### config.mk
export PLATFORM = sky130hd
export DESIGN_NAME = vpu_inst_sched
export DESIGN_NICKNAME = d
export VERILOG_FILES = /design/src/rtl/vpu_inst_sched.sv
export SDC_FILE = /design/constraint.sdc
export NUM_CORES = 1
export LEC_CHECK = 0
export CORE_AREA = 3 3 155 194
export DETAILED_ROUTE_END_ITERATION = 10
export DIE_AREA = 0 0 158 197
export PLACE_DENSITY = 0.44
export SLEW_MARGIN = 20
export SYNTH_ARGS = -nofsm -noshare
export SYNTH_HDL_FRONTEND = slang
export SYNTH_SLANG_ARGS = --single-unit
### constraint.sdc
create_clock -name clk -period 2.8 [get_ports clk]
set_input_delay 0.42 -clock clk [delete_from_list [all_inputs] [get_ports clk]]
set_output_delay 0.42 -clock clk [all_outputs]
set_load 0.05 [all_outputs]
### src/rtl/vpu_inst_sched.sv
// VPU instruction scheduler: FIFO-buffered, one-at-a-time dispatch with start/done handshake.
// Optional watchdog (WAIT timeout -> sticky error + HALT) enabled by `define VPU_SCHED_TIMEOUT_EN.
module vpu_inst_sched #(
  parameter int DATA_W      = 32,
  parameter int DEPTH       = 4,
  parameter int CNT_W       = 16,
  parameter int TIMEOUT_CYC = 64
) (
  input  logic                     clk,
  input  logic                     rst,
  input  logic [DATA_W-1:0]        inst_in,
  input  logic                     inst_valid,
  output logic                     inst_ready,
  input  logic                     flush,
  output logic [DATA_W-1:0]        vpu_inst,
  output logic                     vpu_start,
  input  logic                     vpu_done,
  output logic                     busy,
  output logic [$clog2(DEPTH):0]   level,
  output logic [CNT_W-1:0]         retired_cnt,
  output logic                     err_timeout
);

  localparam int AW = $clog2(DEPTH);
  localparam logic [AW:0] FULL_LVL = DEPTH[AW:0];

  typedef enum logic [2:0] {
    S_IDLE   = 3'd0,
    S_ISSUE  = 3'd1,
    S_WAIT   = 3'd2,
    S_RETIRE = 3'd3,
    S_HALT   = 3'd4
  } state_t;

  state_t state, state_nxt;

  // ---------------- instruction FIFO ----------------
  logic [DATA_W-1:0] mem [DEPTH];
  logic [AW-1:0]     wr_ptr, rd_ptr;
  logic [AW:0]       cnt;
  logic              full, empty, push, pop;
  logic [DATA_W-1:0] head;

  assign full  = (cnt == FULL_LVL);
  assign empty = (cnt == '0);
  assign head  = mem[rd_ptr];

  // flush wins over a same-cycle enqueue and blocks the pop so nothing queued escapes
  assign push = inst_valid && !full && !flush;
  assign pop  = (state == S_IDLE) && !empty && !flush;

  always_ff @(posedge clk) begin
    if (push) mem[wr_ptr] <= inst_in;
  end

  always_ff @(posedge clk) begin
    if (rst || flush) begin
      wr_ptr <= '0;
      rd_ptr <= '0;
      cnt    <= '0;
    end else begin
      if (push) wr_ptr <= wr_ptr + 1'b1;
      if (pop)  rd_ptr <= rd_ptr + 1'b1;
      case ({push, pop})
        2'b10:   cnt <= cnt + 1'b1;
        2'b01:   cnt <= cnt - 1'b1;
        default: cnt <= cnt;
      endcase
    end
  end

  // ---------------- watchdog ----------------
`ifdef VPU_SCHED_TIMEOUT_EN
  localparam int TW = $clog2(TIMEOUT_CYC + 1);
  localparam int TO_LAST_I = TIMEOUT_CYC - 1;
  localparam logic [TW-1:0] TO_LAST = TO_LAST_I[TW-1:0];

  logic [TW-1:0] wait_cnt;
  logic          to_hit;

  // limit reached on the last permitted WAIT cycle; a same-cycle done takes priority
  assign to_hit = (state == S_WAIT) && !vpu_done && (wait_cnt == TO_LAST);

  always_ff @(posedge clk) begin
    if (rst) begin
      wait_cnt    <= '0;
      err_timeout <= 1'b0;
    end else begin
      if (state == S_ISSUE)     wait_cnt <= '0;
      else if (state == S_WAIT) wait_cnt <= wait_cnt + 1'b1;
      if (to_hit) err_timeout <= 1'b1;
    end
  end
`else
  assign err_timeout = 1'b0;
`endif

  // ---------------- FSM ----------------
  always_ff @(posedge clk) begin
    if (rst) state <= S_IDLE;
    else     state <= state_nxt;
  end

  always_comb begin
    state_nxt = state;
    case (state)
      S_IDLE:   if (pop) state_nxt = (head[3:0] == 4'h0) ? S_RETIRE : S_ISSUE;
      S_ISSUE:  state_nxt = S_WAIT;
      S_WAIT: begin
        if (vpu_done) state_nxt = S_RETIRE;
`ifdef VPU_SCHED_TIMEOUT_EN
        else if (to_hit) state_nxt = S_HALT;
`endif
      end
      S_RETIRE: state_nxt = S_IDLE;
      S_HALT:   state_nxt = S_HALT;
      default:  state_nxt = S_IDLE;
    endcase
  end

  always_comb begin
    vpu_start  = (state == S_ISSUE);
    busy       = (state != S_IDLE) || !empty;
    inst_ready = !full;
    level      = cnt;
  end

  // vpu_inst is only reloaded on a pop, so it stays put through ISSUE/WAIT/RETIRE and after
  always_ff @(posedge clk) begin
    if (rst) begin
      vpu_inst    <= '0;
      retired_cnt <= '0;
    end else begin
      if (pop) vpu_inst <= head;
      if (state == S_RETIRE) retired_cnt <= retired_cnt + 1'b1;
    end
  end

endmodule
==> results of run 1 <==
-- per-layer routing --
metal | global-route usage (%) | wire length [um] | up-vias
li1 | - | - | 1905
met1 | 12.8 | 6850 | 2068
met2 | 18.2 | 8280 | 96
met3 | 3.34 | 795 | 23
met4 | 4.43 | 274 | 2
met5 | 0 | 8 | -
-- state kept, by name, summed over array words and instances (netlist names), named ones only --
| name | cells |
|---|---|
| state | 3 |
| level | 3 |
| rd_ptr | 2 |
| vpu_inst | 32 |
| mem | 128 |
| wr_ptr | 2 |
| retired_cnt | 16 |
-- cells in the mapped netlist, types with 4 or more instances --
library cell / n / area (um2)
a21oi_1: 42 / 210
xnor2_1: 7 / 61.3
nand2_1: 72 / 270
clkbuf_1: 14 / 52.6
nor2_1: 22 / 82.6
buf_2: 8 / 40.0
or4_1: 5 / 37.5
dfxtp_1: 60 / 1200
inv_1: 10 / 37.5
and2_1: 5 / 31.3
nand3_1: 5 / 25.0
xor2_1: 6 / 52.6
edfxtp_1: 128 / 3840
nor3_1: 4 / 20.0
mux4_2: 32 / 721
ha_1: 6 / 75.1
-- worst max-delay path by stage --
stage | from | to | slack, ns
floorplan | state[0]$_SDFFE_PP0P_ | level[2]$_SDFFE_PP0P_ | 0.05
global placement | flush | level[2]$_SDFFE_PP0P_ | 0.1
detailed placement | flush | level[2]$_SDFFE_PP0P_ | 0.09
CTS | state[0]$_SDFFE_PP0P_ | level[2]$_SDFFE_PP0P_ | 0.28
global route | state[0]$_SDFFE_PP0P_ | level[2]$_SDFFE_PP0P_ | 0.09
finish | state[0]$_SDFFE_PP0P_ | level[2]$_SDFFE_PP0P_ | 0.31
-- power by group --
part / leakage, nW / switching, mW / internal [mW] / total, mW
registers: 1.65 / 0.0180 / 3.01 / 3.03
logic: 0.913 / 0.179 / 0.130 / 0.310
clock network: 0.286 / 1.16 / 1.28 / 2.44
-- cell families after synthesis --
family	synth area share [%]
compound gates	3.90
xor+xnor	1.61
fa+ha+maj	1.35
buf+inv	2.27
flops	71.5
mux	10.5
other cells	0.0531
simple gates	8.86
-- critical path, cell delays in order, from the launching register on --
cell     delay (ns)
dfxtp_1        0.31
nor3_1         0.34
or3b_2         0.51
inv_2          0.08
ha_1           0.17
inv_1          0.06
fa_1           0.37
xor2_1         0.15
or3_1          0.30
a21oi_1        0.13
-- layout make-up --
| type | instances | area (um2) |
|---|---|---|
| clock inverters | 15 | 170 |
| multi-input cells | 239 | 1860 |
| fillers | 2777 | 19400 |
| diodes | 1 | 2.50 |
| inverters | 11 | 41.3 |
| well taps | 355 | 444 |
| flip-flops and latches | 188 | 5050 |
| repair buffers | 102 | 1050 |
| clock buffers | 17 | 425 |
-- through the flow --
| stage | instance area (um2) | util, % | setup WS, ns |
|---|---|---|---|
| 6_report | 9040 | 31.8 | 0.307 |
| 5_1_grt | 9040 | 31.8 | 0.0918 |
| 4_1_cts | 9040 | 31.8 | 0.282 |
| 3_5_place_dp | 8450 | 29.7 | 0.0876 |
| 3_3_place_gp | 8450 | 29.7 | 0.0987 |
| 2_1_floorplan | 7060 | - | 0.0509 |
==> summary.md, run 1 <==
| Metric | Value |
|---|---|
| Final setup vio count | 0 |
| Clk_lat worst skew | 0.44 ns |
| Reg-to-Reg Start | state[0]$_SDFFE_PP0P_ |
| Share of layout cells above drive strength 1 | 16.3% |
| Post-synth EDFFs | 128 |
| Die Span Y | 197 um |
| Commonest non-fill, non-tap cell in the layout | edfxtp_1 |
| Number of global-route vias before repair | 4375 |
| Site Rows | 69 |
| Relative slew margins | 39.7% |
| Detail Route Antenna Nets | 0 |
| Initial antenna violation count | 2 |
| Period utilisation layout | 89.1% |
| Sequential area share after synthesis | 71.5% |
| FF+latch count, synth | 188 |
| Via count | 4094 |
| Endpoints failing hold | 0 |
| Final-stage net count | 603 |
| Syn Area/Cell | 15.2 um2 |
| Post-synthesis cell count | 463 |
| Worst IR drop on VDD | 0.355 mV |
| R2R Path End | level[2]$_SDFFE_PP0P_ |
| Dpl cells | 895 |
| GRT Overall Usage | 10.8% |
| FFs w/ async S/R, synth | 0% |
| Total power | 5.78 mW |
| PortBufs | 90 |
| Setup TNS | 0 ns |
| Crit path kind | register to register |
| Max-cap violations | 0 |
| Horiz. Die Dim | 158 um |
| P&R area growth vs syn | 28.1% |
| Post-Syn Nets | 507 |
| Critical path arrival | 2.86 ns |
| DR pass1 iterations | 4 |
| Clock sinks | 188 |
| Wirelength per Cell | 17.5 um |
| CTS tree | yes |
| Pleak | 2.85 nW |
| Min-Delay Endpoint | vpu_inst[24]$_SDFFE_PP0P_ |
| Req. time, crit path | 3.17 ns |
| Initial core utilization | 24.9% |
| Mapped Area | 0.00706 mm2 |
| Count of cell types in the netlist | 43 |
| Die ar. | 0.0311 mm2 |
| Cells on Worst Hold Path | 2 |
| Synth Warn # | 0 |
| Vias per cell | 4.41 |
| WHS | 0.454 ns |
| Hold crit path type | register to register |
| Minimum clock period | 2.49 ns |
| Ys flop type | edfxtp_1 |
| Iter 0 DRT Violations | 207 |
| DRC | 0 |
| First-pass GRT wire length | 24.9 mm |
| Hold path startpoint | vpu_inst[24]$_SDFFE_PP0P_ |
| Total CTS buffers | 17 |
| GR Overflow Total | 0 |
| Clock root cell | clkbuf_16 |
| Worst Setup Start Kind | register |
| I/O Pins | 92 |
| Setup slack, reg-to-reg | 0.31 ns |
| F_max | 401 MHz |
| Status | finished clean |
| Post-CTS setup buffer count | 0 |
| Hold buffer count at CTS | 0 |
| Slew Limit Fails | 0 |
| Placer Congestion | 0.708 |
| Final WL | 16.2 mm |
| CTS clk-pin slew, worst paths | 0.08 ns |
| Post_cts resized | 0 |
| Worst Path Max Fanout | 4 |
| Unrepaired setup endpoints after global routing | false |
| Type of destination of the critical path | register |
| CTS max path bufs | 2 |
| Reg2Reg Depth | 9 |
| Core Footprint | 0.0284 mm2 |
| Final HPWL DP | 9.78 mm |
| Layout Cells excl Fill | 928 |
| Clock H-tree levels | 4 |
| Commonest non-fill, non-tap cells in the layout | edfxtp_1, clkdlybuf4s50_1, nand2_1, dfxtp_1, a21oi_1 |
| Maximum number of pins on one net before global-route repair | 37 |
| Clock Skews | 0.0112 ns |
| Worst-margin pin slew | 0.896 ns |
| Power per Cell Area | 639 mW/mm2 |
No activity file was read; power rests on OpenSTA's default activity.
==> inputs of run 2 (changes only) <==
--- a/config.mk
+++ b/config.mk
@@ -5,10 +5,10 @@
 export SDC_FILE = /design/constraint.sdc
 export NUM_CORES = 1
 export LEC_CHECK = 0
-export CORE_AREA = 3 3 155 194
+export CORE_AREA = 3 3 221 137
 export DETAILED_ROUTE_END_ITERATION = 10
-export DIE_AREA = 0 0 158 197
-export PLACE_DENSITY = 0.44
+export DIE_AREA = 0 0 224 140
+export PLACE_DENSITY = 0.45
 export SLEW_MARGIN = 20
 export SYNTH_ARGS = -nofsm -noshare
 export SYNTH_HDL_FRONTEND = slang
==> constraint.sdc (replaced) <==
create_clock -name clk -period 3 [get_ports clk]
set_input_delay 0.45 -clock clk [delete_from_list [all_inputs] [get_ports clk]]
set_output_delay 0.45 -clock clk [all_outputs]
set_load 0.05 [all_outputs]
==> summary.md, run 2 (same netlist as run 1, synthesis figures left out) <==
| Metric | Value |
|---|---|
| F_max | 391 MHz (-2.4%) |
| Commonest non-fill, non-tap cells in the layout | edfxtp_1, clkdlybuf4s50_1, nand2_1, dfxtp_1, a21oi_1 |
| First-pass GRT wire length | 24.7 mm (-0.56%) |
| Via count | 4089 (-0.12%) |
| Worst IR drop on VDD | 0.314 mV (-11%) |
| Vias per cell | 4.32 (-2.1%) |
| Largest registers | mem: 128 flops, vpu_inst: 32 flops, retired_cnt: 16 flops |
| Worst-path cell chain | nor3_1 -> or3b_1 -> inv_2 -> ha_1 -> inv_1 -> fa_1 -> xor2_1 -> or3_1 -> a21oi_1 |
| Slew Limit Fails | 0 (unchanged) |
| Met1 usage in global routing | 13.9% (+1.2 points) |
| Reg2Reg Depth | 9 (unchanged) |
| Final-stage net count | 603 (unchanged) |
| Req. time, crit path | 3.36 ns (+0.19 ns) |
| Worst Setup Start Kind | register |
| PortBufs | 90 (unchanged) |
| Final setup vio count | 0 (unchanged) |
| Status | finished clean |
| CP Depth | 9 (unchanged) |
| CTS tree | yes |
| Share of layout cells above drive strength 1 | 14.5% (-1.7 points) |
| Pleak | 2.85 nW (-0.11%) |
| Hold buffer count at CTS | 0 (unchanged) |
| Die ar. | 0.0314 mm2 (+0.75%) |
| Setup TNS | 0 ns (unchanged) |
| CP top delay family | simple AND/OR/NAND/NOR gates |
| Clock Skews | 0.00740 ns (-0.00377 ns) |
| Iter 0 DRT Violations | 218 (+5.3%) |
| Detail Route Antenna Nets | 0 (unchanged) |
| Max-cap violations | 0 (unchanged) |
| I/O Pins | 92 (unchanged) |
| Biggest register | mem |
| GR peak layer | met2 |
| Worst-path cell with the longest stage delay | or3b_1 |
| Site Rows | 48 (-30%) |
| Fill cells | 2780 (+0.11%) |
| Clock sinks | 188 (unchanged) |
| Max reg flops | 128 (unchanged) |
| Initial antenna violation count | 3 (+1) |
| Hold crit path type | register to register |
| DR pass1 iterations | 4 (unchanged) |
| CTS max path bufs | 2 (unchanged) |
| Period utilisation layout | 85.1% (-3.9 points) |
| Power per Cell Area | 596 mW/mm2 (-6.8%) |
| Initial core utilization | 24.9% (about the same) |
| Worst-margin pin slew | 0.574 ns (-0.321 ns) |
| Post-CTS setup buffer count | 0 (unchanged) |
| Worst Path Max Fanout | 8 (+4) |
| Diode count | 0 (-1) |
| Dpl ws | 0.294 ns (+0.206 ns) |
| DRC | 0 (unchanged) |
| Endpoints failing hold | 0 (unchanged) |
| Slowest Stage Delay on Critical Path | 0.44 ns (-0.07 ns) |
| Die Span Y | 140 um (-29%) |
| WHS | 0.453 ns (-0.000225 ns) |
| Minimum clock period | 2.55 ns (+0.0609 ns) |
| Total CTS buffers | 17 (unchanged) |
| Cells on Worst Hold Path | 2 (unchanged) |
| Final HPWL DP | 10.6 mm (+8.3%) |
| CTS clk-pin slew, worst paths | 0.06 ns (-0.02 ns) |
| Clock root cell | clkbuf_16 |
| GR Overflow Total | 0 (unchanged) |
| Clock H-tree levels | 4 (unchanged) |
| Horiz. Die Dim | 224 um (+42%) |
| Crit path kind | register to register |
| Commonest non-fill, non-tap cell in the layout | edfxtp_1 |
| Placer Congestion | 0.722 (+2.0%) |
| Global Route met2 Usage | 16.4% (-1.8 points) |
| P&R area growth vs syn | 28.2% (about the same) |
| Type of destination of the critical path | register |
| Core Footprint | 0.0284 mm2 (about the same) |
| Maximum number of pins on one net before global-route repair | 35 (-5.4%) |
| Critical path arrival | 2.91 ns (+0.05 ns) |
| Buffers & Inverters on Critical Path | 2 (unchanged) |
| Final WS setup | 0.446 ns (+0.139 ns) |
| Unrepaired setup endpoints after global routing | false |
| GRT Overall Usage | 10.6% (-0.20 points) |
| Post_cts resized | 0 (unchanged) |
| Clk_lat worst skew | 0.43 ns (about the same) |
| Number of global-route vias before repair | 4256 (-2.7%) |
| Wirelength per Cell | 17.1 um (-2.0%) |
| Final WL | 16.2 mm (about the same) |
| Relative slew margins | 61.7% (+22 points) |
| Grt met3 use | 3.69% (+0.35 points) |
## run 2: cell count changes in the layout (fill, tap and decap cells not counted), moves of 2 or more
| cell | before | now |
|---|---|---|
| clkinv_8 | 2 | 0 |
| dfxtp_2 | 5 | 2 |
| clkbuf_1 | 0 | 6 |
| dfxtp_1 | 55 | 58 |
| clkbuf_8 | 0 | 3 |
| inv_6 | 8 | 0 |
| inv_8 | 2 | 0 |
## run 2: per-stage QoR
stage	std cells	total power, mW	instance area, um2	util, %
floorplan	463	3.04	7060	-
global placement	915	3.17	8450	29.8
detailed placement	915	3.18	8450	29.8
CTS	947	5.47	9050	31.9
global route	947	5.60	9050	31.9
finish	947	5.39	9050	31.9
## run 2: per-layer routing
metal  up-vias  share of wire, %
li1       1902                 -
met1      2087                48
met2        73                46
met3        21               4.8
met4         6               1.3
met5         -              0.29
## run 2: where the power goes
group          internal, mW  switching [mW]  leakage [nW]  total, mW
combinational         0.121           0.169         0.910      0.290
sequential             2.81          0.0189          1.65       2.83
clock                  1.35           0.923         0.287       2.27
## run 2: worst paths after layout
check / start / to / slack (ns)
worst max-delay path: state[2]$_SDFFE_PP0P_ / level[2]$_SDFFE_PP0P_ / 0.45
worst min-delay path: vpu_inst[18]$_SDFFE_PP0P_ / vpu_inst[18]$_SDFFE_PP0P_ / 0.45
worst min register to register: vpu_inst[18]$_SDFFE_PP0P_ / vpu_inst[18]$_SDFFE_PP0P_ / 0.45
worst max register to register: state[2]$_SDFFE_PP0P_ / level[2]$_SDFFE_PP0P_ / 0.45
## run 2: layout make-up
type	instances	area, um2	share of cell area (%)
Clock buffer	27	514	5.68
Timing Repair Buffer	102	1040	11.4
Inverter	11	41.3	0.456
Multi-Input combinational cell	239	1860	20.6
Clock inverter	5	81.3	0.899
Sequential cell	188	5050	55.8
Tap cell	375	469	5.18
## run 2: worst register-to-register path: cells and delay by family, from the launching register on
family / cells / cell delay, ns
compound gates: 1 / 0.15
xor+xnor: 1 / 0.16
fa+ha+maj: 2 / 0.55
buf+inv: 2 / 0.14
flops: 1 / 0.37
simple gates: 3 / 1.13
